`src/rtl/program_sequencer_nway_pkg.sv`:
```
// Shared types and width helpers for the N-way program sequencer.
// No logic; latency and backpressure are not applicable.
package program_sequencer_pkg;

    typedef enum logic [1:0] {
        ST_RUN    = 2'd0,
        ST_FILL   = 2'd1,
        ST_RESUME = 2'd2
    } state_t;

    function automatic int tag_width(input int pc_w, input int set_w, input int offset_w);
        return pc_w - set_w - offset_w;
    endfunction

    function automatic int line_words(input int offset_w);
        return 1 << offset_w;
    endfunction

    function automatic int num_ways(input int way_w);
        return 1 << way_w;
    endfunction

    // A direct-mapped cache still carries a 1-bit way index that is always zero.
    function automatic int idx_w(input int w);
        return (w > 0) ? w : 1;
    endfunction

    function automatic logic [63:0] sat_inc(input logic [63:0] v, input int w);
        logic [63:0] max_v;
        max_v = (w >= 64) ? {64{1'b1}} : ((64'd1 << w) - 64'd1);
        return (v >= max_v) ? max_v : v + 64'd1;
    endfunction

endpackage

```
`src/rtl/program_sequencer_nway_if.sv`:
```
// Core control, ROM fill handshake and cache index bundle of the sequencer.
// Wiring only; ROM side is valid-qualified, the sequencer holds rom_address until rom_valid.
interface program_sequencer_nway_if
    import program_sequencer_pkg::*;
#(
    parameter int PC_W     = 8,
    parameter int JADDR_W  = 4,
    parameter int OFFSET_W = 3,
    parameter int SET_W    = 1,
    parameter int WAY_W    = 1,
    parameter int CNT_W    = 16
);
    logic                      flush;
    logic                      jmp;
    logic                      jmp_nz;
    logic                      dont_jmp;
    logic [JADDR_W-1:0]        jmp_addr;
    logic                      rom_req;
    logic [PC_W-1:0]           rom_address;
    logic                      rom_valid;
    logic                      hold_out;
    logic                      cache_wren;
    logic [SET_W-1:0]          cache_wrset;
    logic [idx_w(WAY_W)-1:0]   cache_wrway;
    logic [OFFSET_W-1:0]       cache_wroffset;
    logic [SET_W-1:0]          cache_rdset;
    logic [idx_w(WAY_W)-1:0]   cache_rdway;
    logic [OFFSET_W-1:0]       cache_rdoffset;
    logic [PC_W-1:0]           pc;
    logic [CNT_W-1:0]          hit_count;
    logic [CNT_W-1:0]          miss_count;

    modport master (
        input  flush, jmp, jmp_nz, dont_jmp, jmp_addr, rom_valid,
        output rom_req, rom_address, hold_out, cache_wren,
               cache_wrset, cache_wrway, cache_wroffset,
               cache_rdset, cache_rdway, cache_rdoffset,
               pc, hit_count, miss_count
    );

    modport slave (
        output flush, jmp, jmp_nz, dont_jmp, jmp_addr, rom_valid,
        input  rom_req, rom_address, hold_out, cache_wren,
               cache_wrset, cache_wrway, cache_wroffset,
               cache_rdset, cache_rdway, cache_rdoffset,
               pc, hit_count, miss_count
    );

endinterface

```
`src/rtl/program_sequencer_nway_cache_tag_store.sv`:
```
// Tag/valid arrays with parallel compare and per-set round-robin victim pointers.
// Lookup is combinational, updates land on the next edge; no backpressure.
module cache_tag_store
    import program_sequencer_pkg::*;
#(
    parameter int TAG_W = 4,
    parameter int SET_W = 1,
    parameter int WAY_W = 1
) (
    input  logic                    clk,
    input  logic                    reset_n,
    input  logic [SET_W-1:0]        i_lk_set,
    input  logic [TAG_W-1:0]        i_lk_tag,
    output logic                    o_hit,
    output logic [idx_w(WAY_W)-1:0] o_hit_way,
    output logic [idx_w(WAY_W)-1:0] o_victim_way,
    input  logic                    i_alloc,
    input  logic                    i_validate,
    input  logic [SET_W-1:0]        i_val_set,
    input  logic [idx_w(WAY_W)-1:0] i_val_way,
    input  logic                    i_inval_all
);
    localparam int SETS   = 1 << SET_W;
    localparam int WAYS   = num_ways(WAY_W);
    localparam int WAY_IW = idx_w(WAY_W);

    logic [WAYS-1:0]   r_valid [SETS];
    logic [TAG_W-1:0]  r_tag   [SETS][WAYS];
    logic [WAY_IW-1:0] r_ptr   [SETS];
    logic [WAY_IW-1:0] w_ptr_inc;

    // Descending scan so the lowest hitting way wins.
    always_comb begin
        o_hit     = 1'b0;
        o_hit_way = '0;
        for (int w = WAYS - 1; w >= 0; w--) begin
            if (r_valid[i_lk_set][w] && (r_tag[i_lk_set][w] == i_lk_tag)) begin
                o_hit     = 1'b1;
                o_hit_way = WAY_IW'(w);
            end
        end
    end

    assign o_victim_way = r_ptr[i_lk_set];
    assign w_ptr_inc    = (WAYS == 1) ? '0 : r_ptr[i_val_set] + WAY_IW'(1);

    always_ff @(posedge clk or negedge reset_n) begin
        if (!reset_n) begin
            for (int s = 0; s < SETS; s++) begin
                r_valid[s] <= '0;
                r_ptr[s]   <= '0;
                for (int w = 0; w < WAYS; w++) begin
                    r_tag[s][w] <= '0;
                end
            end
        end else if (i_inval_all) begin
            for (int s = 0; s < SETS; s++) begin
                r_valid[s] <= '0;
                r_ptr[s]   <= '0;
            end
        end else begin
            // The victim stays invalid until its last word arrives, so an aborted fill never hits.
            if (i_alloc) begin
                r_valid[i_lk_set][o_victim_way] <= 1'b0;
                r_tag[i_lk_set][o_victim_way]   <= i_lk_tag;
            end
            if (i_validate) begin
                r_valid[i_val_set][i_val_way] <= 1'b1;
                r_ptr[i_val_set]              <= w_ptr_inc;
            end
        end
    end

endmodule

```
`src/rtl/program_sequencer_nway.sv`:
```
// Program counter with jumps plus N-way I-cache tags; a miss stalls the core for a line fill.
// Hit: pc next cycle; miss: one ROM handshake per word + 2 cycles; waits on rom_valid indefinitely.
module program_sequencer_nway
    import program_sequencer_pkg::*;
#(
    parameter int PC_W     = 8,
    parameter int JADDR_W  = 4,
    parameter int OFFSET_W = 3,
    parameter int SET_W    = 1,
    parameter int WAY_W    = 1,
    parameter int CNT_W    = 16
) (
    input  logic                    clk,
    input  logic                    reset_n,
    program_sequencer_nway_if.master bus
);
    localparam int TAG_W      = tag_width(PC_W, SET_W, OFFSET_W);
    localparam int LINE_WORDS = line_words(OFFSET_W);
    localparam int WAY_IW     = idx_w(WAY_W);

    state_t              r_state, w_state_nxt;
    logic [PC_W-1:0]     r_pc, w_pm_addr, w_target;
    logic                r_restart;
    logic [OFFSET_W-1:0] r_fill_cnt, w_fill_cnt_nxt;
    logic [WAY_IW-1:0]   r_fill_way, w_hit_way, w_victim_way;
    logic [CNT_W-1:0]    r_hit_cnt, r_miss_cnt;
    logic                w_hit, w_alloc, w_validate, w_inval_all;
    logic                w_hit_inc, w_miss_inc, w_last_word;
    logic                w_rom_req, w_hold, w_wren;

    assign w_target = {bus.jmp_addr, {(PC_W - JADDR_W){1'b0}}};

    // r_restart re-presents pc once after reset or flush so address 0 itself is fetched.
    always_comb begin
        w_pm_addr = r_pc + PC_W'(1);
        if (bus.flush) begin
            w_pm_addr = '0;
        end else if ((r_state != ST_RUN) || r_restart) begin
            w_pm_addr = r_pc;
        end else if (bus.jmp || (bus.jmp_nz && !bus.dont_jmp)) begin
            w_pm_addr = w_target;
        end
    end

    cache_tag_store #(
        .TAG_W (TAG_W),
        .SET_W (SET_W),
        .WAY_W (WAY_W)
    ) u_tags (
        .clk          (clk),
        .reset_n      (reset_n),
        .i_lk_set     (w_pm_addr[OFFSET_W +: SET_W]),
        .i_lk_tag     (w_pm_addr[PC_W-1 -: TAG_W]),
        .o_hit        (w_hit),
        .o_hit_way    (w_hit_way),
        .o_victim_way (w_victim_way),
        .i_alloc      (w_alloc),
        .i_validate   (w_validate),
        .i_val_set    (r_pc[OFFSET_W +: SET_W]),
        .i_val_way    (r_fill_way),
        .i_inval_all  (w_inval_all)
    );

    always_comb begin
        w_state_nxt    = r_state;
        w_fill_cnt_nxt = r_fill_cnt;
        w_hold         = 1'b1;
        w_rom_req      = 1'b0;
        w_wren         = 1'b0;
        w_alloc        = 1'b0;
        w_validate     = 1'b0;
        w_inval_all    = 1'b0;
        w_hit_inc      = 1'b0;
        w_miss_inc     = 1'b0;
        w_last_word    = (r_fill_cnt == OFFSET_W'(LINE_WORDS - 1));
        if (bus.flush) begin
            w_inval_all    = 1'b1;
            w_state_nxt    = ST_RUN;
            w_fill_cnt_nxt = '0;
        end else begin
            case (r_state)
                ST_RUN: begin
                    if (w_hit) begin
                        w_hold    = 1'b0;
                        w_hit_inc = 1'b1;
                    end else begin
                        w_miss_inc     = 1'b1;
                        w_alloc        = 1'b1;
                        w_state_nxt    = ST_FILL;
                        w_fill_cnt_nxt = '0;
                    end
                end
                ST_FILL: begin
                    w_rom_req = 1'b1;
                    if (bus.rom_valid) begin
                        w_wren         = 1'b1;
                        w_fill_cnt_nxt = r_fill_cnt + OFFSET_W'(1);
                        if (w_last_word) begin
                            w_validate  = 1'b1;
                            w_state_nxt = ST_RESUME;
                        end
                    end
                end
                ST_RESUME: begin
                    w_hold      = 1'b0;
                    w_state_nxt = ST_RUN;
                end
                default: w_state_nxt = ST_RUN;
            endcase
        end
    end

    always_ff @(posedge clk or negedge reset_n) begin
        if (!reset_n) begin
            r_state    <= ST_RUN;
            r_pc       <= '0;
            r_restart  <= 1'b1;
            r_fill_cnt <= '0;
            r_fill_way <= '0;
            r_hit_cnt  <= '0;
            r_miss_cnt <= '0;
        end else begin
            r_state    <= w_state_nxt;
            r_pc       <= w_pm_addr;
            r_restart  <= bus.flush;
            r_fill_cnt <= w_fill_cnt_nxt;
            if (w_alloc) begin
                r_fill_way <= w_victim_way;
            end
            if (w_hit_inc) begin
                r_hit_cnt <= CNT_W'(sat_inc(64'(r_hit_cnt), CNT_W));
            end
            if (w_miss_inc) begin
                r_miss_cnt <= CNT_W'(sat_inc(64'(r_miss_cnt), CNT_W));
            end
        end
    end

    assign bus.rom_req        = w_rom_req;
    assign bus.rom_address    = {r_pc[PC_W-1:OFFSET_W], r_fill_cnt};
    assign bus.hold_out       = w_hold;
    assign bus.cache_wren     = w_wren;
    assign bus.cache_wrset    = r_pc[OFFSET_W +: SET_W];
    assign bus.cache_wrway    = r_fill_way;
    assign bus.cache_wroffset = r_fill_cnt;
    assign bus.cache_rdset    = w_pm_addr[OFFSET_W +: SET_W];
    assign bus.cache_rdway    = w_hit_way;
    assign bus.cache_rdoffset = w_pm_addr[OFFSET_W-1:0];
    assign bus.pc             = r_pc;
    assign bus.hit_count      = r_hit_cnt;
    assign bus.miss_count     = r_miss_cnt;

endmodule

```
`src/flat_wrapper.sv`:
```
// flat-port wrapper written by rule: the top's interface ports become plain ports
module program_sequencer_nway_flat import program_sequencer_pkg::*;
#(
    parameter int PC_W     = 8,
    parameter int JADDR_W  = 4,
    parameter int OFFSET_W = 3,
    parameter int SET_W    = 1,
    parameter int WAY_W    = 1,
    parameter int CNT_W    = 16
)
  (clk, reset_n, bus_flush, bus_jmp, bus_jmp_nz, bus_dont_jmp, bus_jmp_addr, bus_rom_valid, bus_rom_req, bus_rom_address, bus_hold_out, bus_cache_wren, bus_cache_wrset, bus_cache_wrway, bus_cache_wroffset, bus_cache_rdset, bus_cache_rdway, bus_cache_rdoffset, bus_pc, bus_hit_count, bus_miss_count);
  program_sequencer_nway_if #(.PC_W(PC_W), .JADDR_W(JADDR_W), .OFFSET_W(OFFSET_W), .SET_W(SET_W), .WAY_W(WAY_W), .CNT_W(CNT_W)) bus_i ();
  input  logic clk;
  input  logic reset_n;
  input wire logic [$bits(bus_i.flush)-1:0] bus_flush;
  input wire logic [$bits(bus_i.jmp)-1:0] bus_jmp;
  input wire logic [$bits(bus_i.jmp_nz)-1:0] bus_jmp_nz;
  input wire logic [$bits(bus_i.dont_jmp)-1:0] bus_dont_jmp;
  input wire logic [$bits(bus_i.jmp_addr)-1:0] bus_jmp_addr;
  input wire logic [$bits(bus_i.rom_valid)-1:0] bus_rom_valid;
  output wire logic [$bits(bus_i.rom_req)-1:0] bus_rom_req;
  output wire logic [$bits(bus_i.rom_address)-1:0] bus_rom_address;
  output wire logic [$bits(bus_i.hold_out)-1:0] bus_hold_out;
  output wire logic [$bits(bus_i.cache_wren)-1:0] bus_cache_wren;
  output wire logic [$bits(bus_i.cache_wrset)-1:0] bus_cache_wrset;
  output wire logic [$bits(bus_i.cache_wrway)-1:0] bus_cache_wrway;
  output wire logic [$bits(bus_i.cache_wroffset)-1:0] bus_cache_wroffset;
  output wire logic [$bits(bus_i.cache_rdset)-1:0] bus_cache_rdset;
  output wire logic [$bits(bus_i.cache_rdway)-1:0] bus_cache_rdway;
  output wire logic [$bits(bus_i.cache_rdoffset)-1:0] bus_cache_rdoffset;
  output wire logic [$bits(bus_i.pc)-1:0] bus_pc;
  output wire logic [$bits(bus_i.hit_count)-1:0] bus_hit_count;
  output wire logic [$bits(bus_i.miss_count)-1:0] bus_miss_count;
  assign bus_i.flush = bus_flush;
  assign bus_i.jmp = bus_jmp;
  assign bus_i.jmp_nz = bus_jmp_nz;
  assign bus_i.dont_jmp = bus_dont_jmp;
  assign bus_i.jmp_addr = bus_jmp_addr;
  assign bus_i.rom_valid = bus_rom_valid;
  assign bus_rom_req = bus_i.rom_req;
  assign bus_rom_address = bus_i.rom_address;
  assign bus_hold_out = bus_i.hold_out;
  assign bus_cache_wren = bus_i.cache_wren;
  assign bus_cache_wrset = bus_i.cache_wrset;
  assign bus_cache_wrway = bus_i.cache_wrway;
  assign bus_cache_wroffset = bus_i.cache_wroffset;
  assign bus_cache_rdset = bus_i.cache_rdset;
  assign bus_cache_rdway = bus_i.cache_rdway;
  assign bus_cache_rdoffset = bus_i.cache_rdoffset;
  assign bus_pc = bus_i.pc;
  assign bus_hit_count = bus_i.hit_count;
  assign bus_miss_count = bus_i.miss_count;
  program_sequencer_nway #(.PC_W(PC_W), .JADDR_W(JADDR_W), .OFFSET_W(OFFSET_W), .SET_W(SET_W), .WAY_W(WAY_W), .CNT_W(CNT_W)) u_core (.clk(clk), .reset_n(reset_n), .bus(bus_i));
endmodule
```
`config.mk`:
```
export PLATFORM = sky130hd
export DESIGN_NAME = program_sequencer_nway_flat
export DESIGN_NICKNAME = d
export VERILOG_FILES = /design/src/rtl/program_sequencer_nway_pkg.sv /design/src/rtl/program_sequencer_nway_if.sv /design/src/rtl/program_sequencer_nway_cache_tag_store.sv /design/src/rtl/program_sequencer_nway.sv /design/src/flat_wrapper.sv
export SDC_FILE = /design/constraint.sdc
export NUM_CORES = 1
export LEC_CHECK = 0
export ABC_AREA = 1
export CAP_MARGIN = 10
export CORE_ASPECT_RATIO = 1.75
export CORE_UTILIZATION = 46
export DETAILED_ROUTE_END_ITERATION = 6
export PLACE_DENSITY = 0.71
export SYNTH_ARGS = -nofsm -noshare
export SYNTH_HDL_FRONTEND = slang
export SYNTH_HIERARCHICAL = 1
export SYNTH_SLANG_ARGS = --single-unit
```
`constraint.sdc`:
```
create_clock -name clk -period 7.45 [get_ports clk]
set_input_delay 1.49 -clock clk [delete_from_list [all_inputs] [get_ports clk]]
set_output_delay 1.49 -clock clk [all_outputs]
set_load 0.005 [all_outputs]
```
Word level (Yosys, flattened, before mapping)
Cells that the tools add are included.

Register bits after elaboration: 69. Input bits: 11. Output and inout port bits: 61. Logic and storage cells: 134.

$add $sub $neg: 5. $lt $le $gt $ge: 12. Equality and inequality tests: 8. Muxes and demuxes: 69. Bitwise operators: 7. Reductions and logical operators: 18.

Operators with widths (count): two-way mux 8 bit (7); adder 16 x 1 -> 16 bit (second input constant) (2); greater-or-equal comparator 16 bit (second input constant) (2); two-way mux 16 bit (2); two-way mux 1 bit (29); two-way mux 2 bit (11); two-way mux 4 bit (5); bitwise mux 16 bit (1); two-way mux 3 bit (3); adder 8 x 1 -> 8 bit (second input constant) (1); demux 8 bit (select 1 bit) (1); == test 4 bit (2); logical AND 1 bit (8); greater-or-equal comparator 2 bit (second input constant) (3); less-than comparator 2 x 1 -> 1 bit (second input constant) (3); != test 3 bit (second input constant) (2); inverter 1 -> 2 bit (3); case mux 3 bit (2 select lines) (1); AND reduction 3 bit (2); bitwise AND 4 bit (1); demux 2 bit (select 1 bit) (2); demux 4 bit (select 1 bit) (1); less-than comparator 1 x 2 -> 1 bit (second input constant) (2); inverter 4 bit (1); other kinds (19) (24).

Logic depth before layout (Yosys ltp)
Depth in word-level cells: 23. Depth in mapped cells: 25. Gate-level depth less buffers: 23.

Cells and area by module
Netlist, hierarchy kept.

Modules (own cells, without submodules): program_sequencer_nway (times used 1, cells each 377, area an instance 2861.5 µm², seq. area each 1177.4 µm²); cache_tag_store (times used 1, cells each 165, area an instance 1194.9 µm², seq. area each 550.5 µm²).

Least setup slack after synthesis
Ideal clock, no wire load.

Path type: input -> output. Start: in bus_jmp. End: out bus_hold_out. Data arrival time: 3232 ps. Required time: 5960 ps. Path slack: 2728 ps. Stages on the path: 17. Path buffers: 2. Path through: o21bai_1 nand2_1 nand2_1 nor3_1 buf_6 inv_4 buf_6 nand2_1 nand2_1 nand2_1 nand2_1 inv_1 nand2_1 o21ai_1 inv_1 nand2_1 nand2_1.

Longest elaborated chain between the ends: 15. Elaborated cells on any way between the ends: 20. Classes of those cells: eq/ne: 2; mux: 14; bitwise: 1; reduce/logical: 3.

Ends and longest elaborated chain: start, declared (RTL line flat_wrapper.sv:16) `input wire logic [$bits(bus_i.jmp)-1:0] bus_jmp;`; logical OR 1 bit (*) (RTL line program_sequencer_nway.sv:40) `end else if (bus.jmp || (bus.jmp_nz && !bus.dont_jmp)) begin`; two-way mux 8 bit (*) (RTL line program_sequencer_nway.sv:40); two-way mux 8 bit (*) (RTL line program_sequencer_nway.sv:38) `end else if ((r_state != ST_RUN) || r_restart) begin`; two-way mux 8 bit (*) (RTL line program_sequencer_nway.sv:36) `if (bus.flush) begin`; via bus_cache_rdset (RTL line flat_wrapper.sv:28) `output wire logic [$bits(bus_i.cache_rdset)-1:0] bus_cache_rdset;`; inverter 1 -> 2 bit (implied by the code) (*) (RTL line program_sequencer_nway_cache_tag_store.sv:37) `if (r_valid[i_lk_set][w] && (r_tag[i_lk_set][w] == i_lk_tag)) begin`; two-way mux 8 bit (implied by the code) (3 in a row) (RTL line program_sequencer_nway_cache_tag_store.sv:37); == test 4 bit (RTL line program_sequencer_nway_cache_tag_store.sv:37); logical AND 1 bit (RTL line program_sequencer_nway_cache_tag_store.sv:37); two-way mux 1 bit (RTL line program_sequencer_nway_cache_tag_store.sv:37); two-way mux 1 bit (*) (RTL line program_sequencer_nway_cache_tag_store.sv:37); via u_core.w_hit (RTL line program_sequencer_nway.sv:27) `logic w_hit, w_alloc, w_validate, w_inval_all;`; two-way mux 1 bit (*) (RTL line program_sequencer_nway.sv:83) `if (w_hit) begin`; case mux 1 bit (2 select lines) (*) (RTL line program_sequencer_nway.sv:81) `case (r_state)`; two-way mux 1 bit (*) (RTL line program_sequencer_nway.sv:76) `if (bus.flush) begin`; end, declared (RTL line flat_wrapper.sv:23) `output wire logic [$bits(bus_i.hold_out)-1:0] bus_hold_out;`.

Mark *: on every way through the listed nets, which the timed path passes. The rest lies on a longest branch. The select of a mux whose other input is x is not followed.

Worst setup path after layout
Start: in bus_jmp. End: out bus_hold_out.

Longest elaborated chain between the ends: 15. Elaborated cells on any way between the ends: 20. Classes of those cells: eq/ne: 2; mux: 14; bitwise: 1; reduce/logical: 3.

Ends and longest elaborated chain (RTL line): logical OR 1 bit (*) (program_sequencer_nway.sv:40); two-way mux 8 bit (*) (program_sequencer_nway.sv:40); two-way mux 8 bit (*) (program_sequencer_nway.sv:38); two-way mux 8 bit (*) (program_sequencer_nway.sv:36); inverter 1 -> 2 bit (implied by the code) (program_sequencer_nway_cache_tag_store.sv:37); two-way mux 8 bit (implied by the code) (3 in a row) (program_sequencer_nway_cache_tag_store.sv:37); == test 4 bit (program_sequencer_nway_cache_tag_store.sv:37); logical AND 1 bit (program_sequencer_nway_cache_tag_store.sv:37); two-way mux 1 bit (program_sequencer_nway_cache_tag_store.sv:37); two-way mux 1 bit (*) (program_sequencer_nway_cache_tag_store.sv:37); via u_core.w_hit (program_sequencer_nway.sv:27); two-way mux 1 bit (*) (program_sequencer_nway.sv:83); case mux 1 bit (2 select lines) (*) (program_sequencer_nway.sv:81); two-way mux 1 bit (*) (program_sequencer_nway.sv:76).

Marks and branches as above.

==> results.json <==
{
  "async_reset_ff_frac": 1.00,
  "cp.required_ps": 5960,
  "avgSynthCellArea_um2": 7.48,
  "antenna_found_initial": 0,
  "netlist.area_leader.share": 0.419,
  "fmax_mhz": 173,
  "fin_nets": 624,
  "p_seq_frac": 0.432,
  "start_util": 0.471,
  "crit_type": "in2out",
  "route.detailed.drc": 0,
  "yosysWarnings": 6,
  "synth_seq_area_share": 0.426,
  "cts_buffers": 9,
  "vdd_drop_max_uv": 121,
  "synth_top_area_cell": "dfrtp_1",
  "vias_per_cell": 5.14,
  "cts-root-buf": "clkbuf_16",
  "htreeDepth": 3,
  "fp-row-count": 45,
  "synth.most_common_cell": "nand2_1",
  "n_antenna_cell": 0,
  "cts.sinks": 69,
  "status": "finished, final reports clean",
  "grt_setup_unrepaired": "no",
  "ctsResizeCount": 0,
  "cts_tree": "done",
  "crit_path_end_kind": "primary output",
  "ys_ff_latch": 69,
  "gp_congestion": 0.876,
  "fin_setup_tns_ps": 0,
  "cts_setup_buffers": 0,
  "final_hold_viol_count": 0,
  "antenna_left": 0,
  "synth_enable_flop_cells": 0,
  "slowest_delay_ps": 440,
  "synthesis.nets": 558,
  "synthCells": 542,
  "cp_slowest_cell": "clkdlybuf4s50_1",
  "die_height_um": 126,
  "grt_use_total": 0.235,
  "place_ws_ps": 1670,
  "min_path_type": "reg2reg",
  "netSwitchingPower_uw": 262,
  "cpMostUsedCell": "nand2_1",
  "synth_area_leaders": "dfrtp_1 (42%), nand2_1 (14%), nand3_1 (6.4%)",
  "setup_viol": 0,
  "arrival_ps": 4290,
  "power_frac_clock": 0.419,
  "fillers": 820,
  "cp-start-kind": "input pin",
  "via_count": 3750,
  "grt_pass1_wl_um": 16700,
  "setup_ws_ps": 1670,
  "ctsLongestPathBuffers": 2,
  "portBuffers": 71,
  "rrSetupSlack_ps": 3650,
  "wl_per_cell_um": 13.8,
  "dp_hpwl_um": 7570,
  "multi_input_area_um2": 1900,
  "p_leak_nw": 2.36,
  "syn_to_final_growth_pct": 25.0,
  "cp_max_fo": 20,
  "regArea_um2": 1730,
  "fin_crit_sh": 0.776,
  "drv_slew": 0,
  "drt_iter0_markers": 219,
  "fin_skew_ps": 6.27,
  "synthFlopType": "dfrtp_1",
  "finalPower_mw": 1.00,
  "p_int_uw": 742,
  "swShare": 0.261,
  "synthTopCellsByCount": "nand2_1 (154), dfrtp_1 (68), inv_1 (66), nand3_1 (52), nor2_1 (49)",
  "drive_gt1_frac": 0.0848,
  "cts-hold-fix-buffers": 0,
  "power.share.combinational": 0.149,
  "ios": 72,
  "grt_pass1_vias": 3666,
  "grt_start_max_net_pins": 70,
  "synth_area_um2": 4060,
  "cap_violations": 0,
  "routed_wl_um": 10100,
  "die_area_um2": 9210,
  "grt_overflow": 0,
  "crit_chain": "clkdlybuf4s50_1, o21bai_1, nand2_1, nand2_1, nor3_2, buf_4, inv_4, nand2_1, nand2_1, nand2_1, nand2_1, nor2_1, nand2_1, o21ai_1, inv_1, nand2_1, nand2_1, clkdlybuf4s50_1",
  "ys_types": 33,
  "coreArea_um2": 8610,
  "fin_crit_ps": 5780,
  "clk_pin_slew_ps": 50,
  "p_per_area_nw_per_um2": 198,
  "worst_pin_slew_ps": 879,
  "drtPass1Iterations": 7,
  "insertion_delay_ps": 330,
  "maxSlewHeadroom": 0.414,
  "die_width_um": 73.0
}
-- critical path: cells and delay by family --
family	cells	cell delay (ps)
AOI/OAI and AO/OA	2	500
buffers and inverters	5	1260
and+or+nand+nor	11	1020
-- final cells by class --
class | instances | area share
clock buffer | 12 | 0.0486
clock inverter | 4 | 0.00938
inverter | 70 | 0.0533
multi-input combinational | 384 | 0.375
sequential | 69 | 0.341
tap | 117 | 0.0289
timing repair buffer | 74 | 0.144
-- worst paths after layout --
path	startpoint	endpoint	cells after the start
worst max-delay path	bus_jmp	bus_hold_out	18
worst min-delay path	u_core/u_tags/r_tag[1]	u_core/u_tags/r_tag[1]	2
worst max register to register	u_core/r_restart	u_core/u_tags/r_tag[3]	20
worst min register to register	u_core/u_tags/r_tag[1]	u_core/u_tags/r_tag[1]	2
max in group asynchronous	reset_n	u_core/u_tags/r_tag[1]	2
min in group asynchronous	reset_n	u_core/bus.hit_count[3]	2
-- layout by cell type, fill, tap and decap left out, types with 4 or more instances in the layout --
cell type / Yosys / routed
clkdlybuf4s50_1: 0 / 70
nand4_1: 11 / 11
dfrtp_1: 68 / 68
nand3_1: 52 / 52
a21oi_1: 17 / 17
ha_1: 5 / 5
nand3b_1: 6 / 6
nand2_1: 154 / 154
nand2_2: 9 / 9
xor2_1: 9 / 9
nor2_2: 8 / 8
clkbuf_16: 0 / 9
inv_1: 66 / 66
nor2_1: 49 / 49
o21ai_0: 39 / 39
nor2_4: 4 / 4
-- metal layers --
layer  GRT usage  share of wire
met4       0.136          0.037
met2       0.420           0.54
met1       0.253           0.38
met5           0              0
met3      0.0368          0.037
-- flip-flops by register name (all words and copies together) (netlist names) --
register and count:
u_core/u_tags/r_ptr 2, u_core/u_tags/r_valid 4, u_core/bus.cache_wroffset 3, u_core/bus.miss_count 16, u_core/bus.pc 8, u_core/bus.hit_count 16, u_core/u_tags/r_tag 16, u_core/r_state 2
u_core/r_restart 1, u_core/bus.cache_wrway 1
-- power groups by stage --
stage / clock network, mW / logic [mW] / registers, mW
after global placement: 0 / 0.148 / 0.439
after CTS: 0.429 / 0.151 / 0.434
after global routing: 0.446 / 0.170 / 0.437
after floorplan: 0 / 0.0790 / 0.434
final: 0.421 / 0.150 / 0.434
after detailed placement: 0 / 0.151 / 0.440
-- logic make-up (layout without fill, tap and decap cells) --
logic type	count (synthesis)	in the layout	share of synthesized area
simple gates	306	306	0.349
buf+inv	89	160	0.106
flops	69	69	0.426
compound gates	62	62	0.0790
xor+xnor	11	11	0.0238
fa+ha+maj	5	5	0.0154
-- through the flow --
step / cells / area, µm² / utilization / hold WS [ps]
after floorplan: 542 / 4060 / - / 453
after global placement: 714 / 4770 / 0.554 / 471
after detailed placement: 714 / 4770 / 0.554 / 479
after CTS: 730 / 5070 / 0.588 / 492
after global routing: 730 / 5070 / 0.588 / 507
final: 730 / 5070 / 0.588 / 486
No activity file was read; power rests on OpenSTA's default activity.
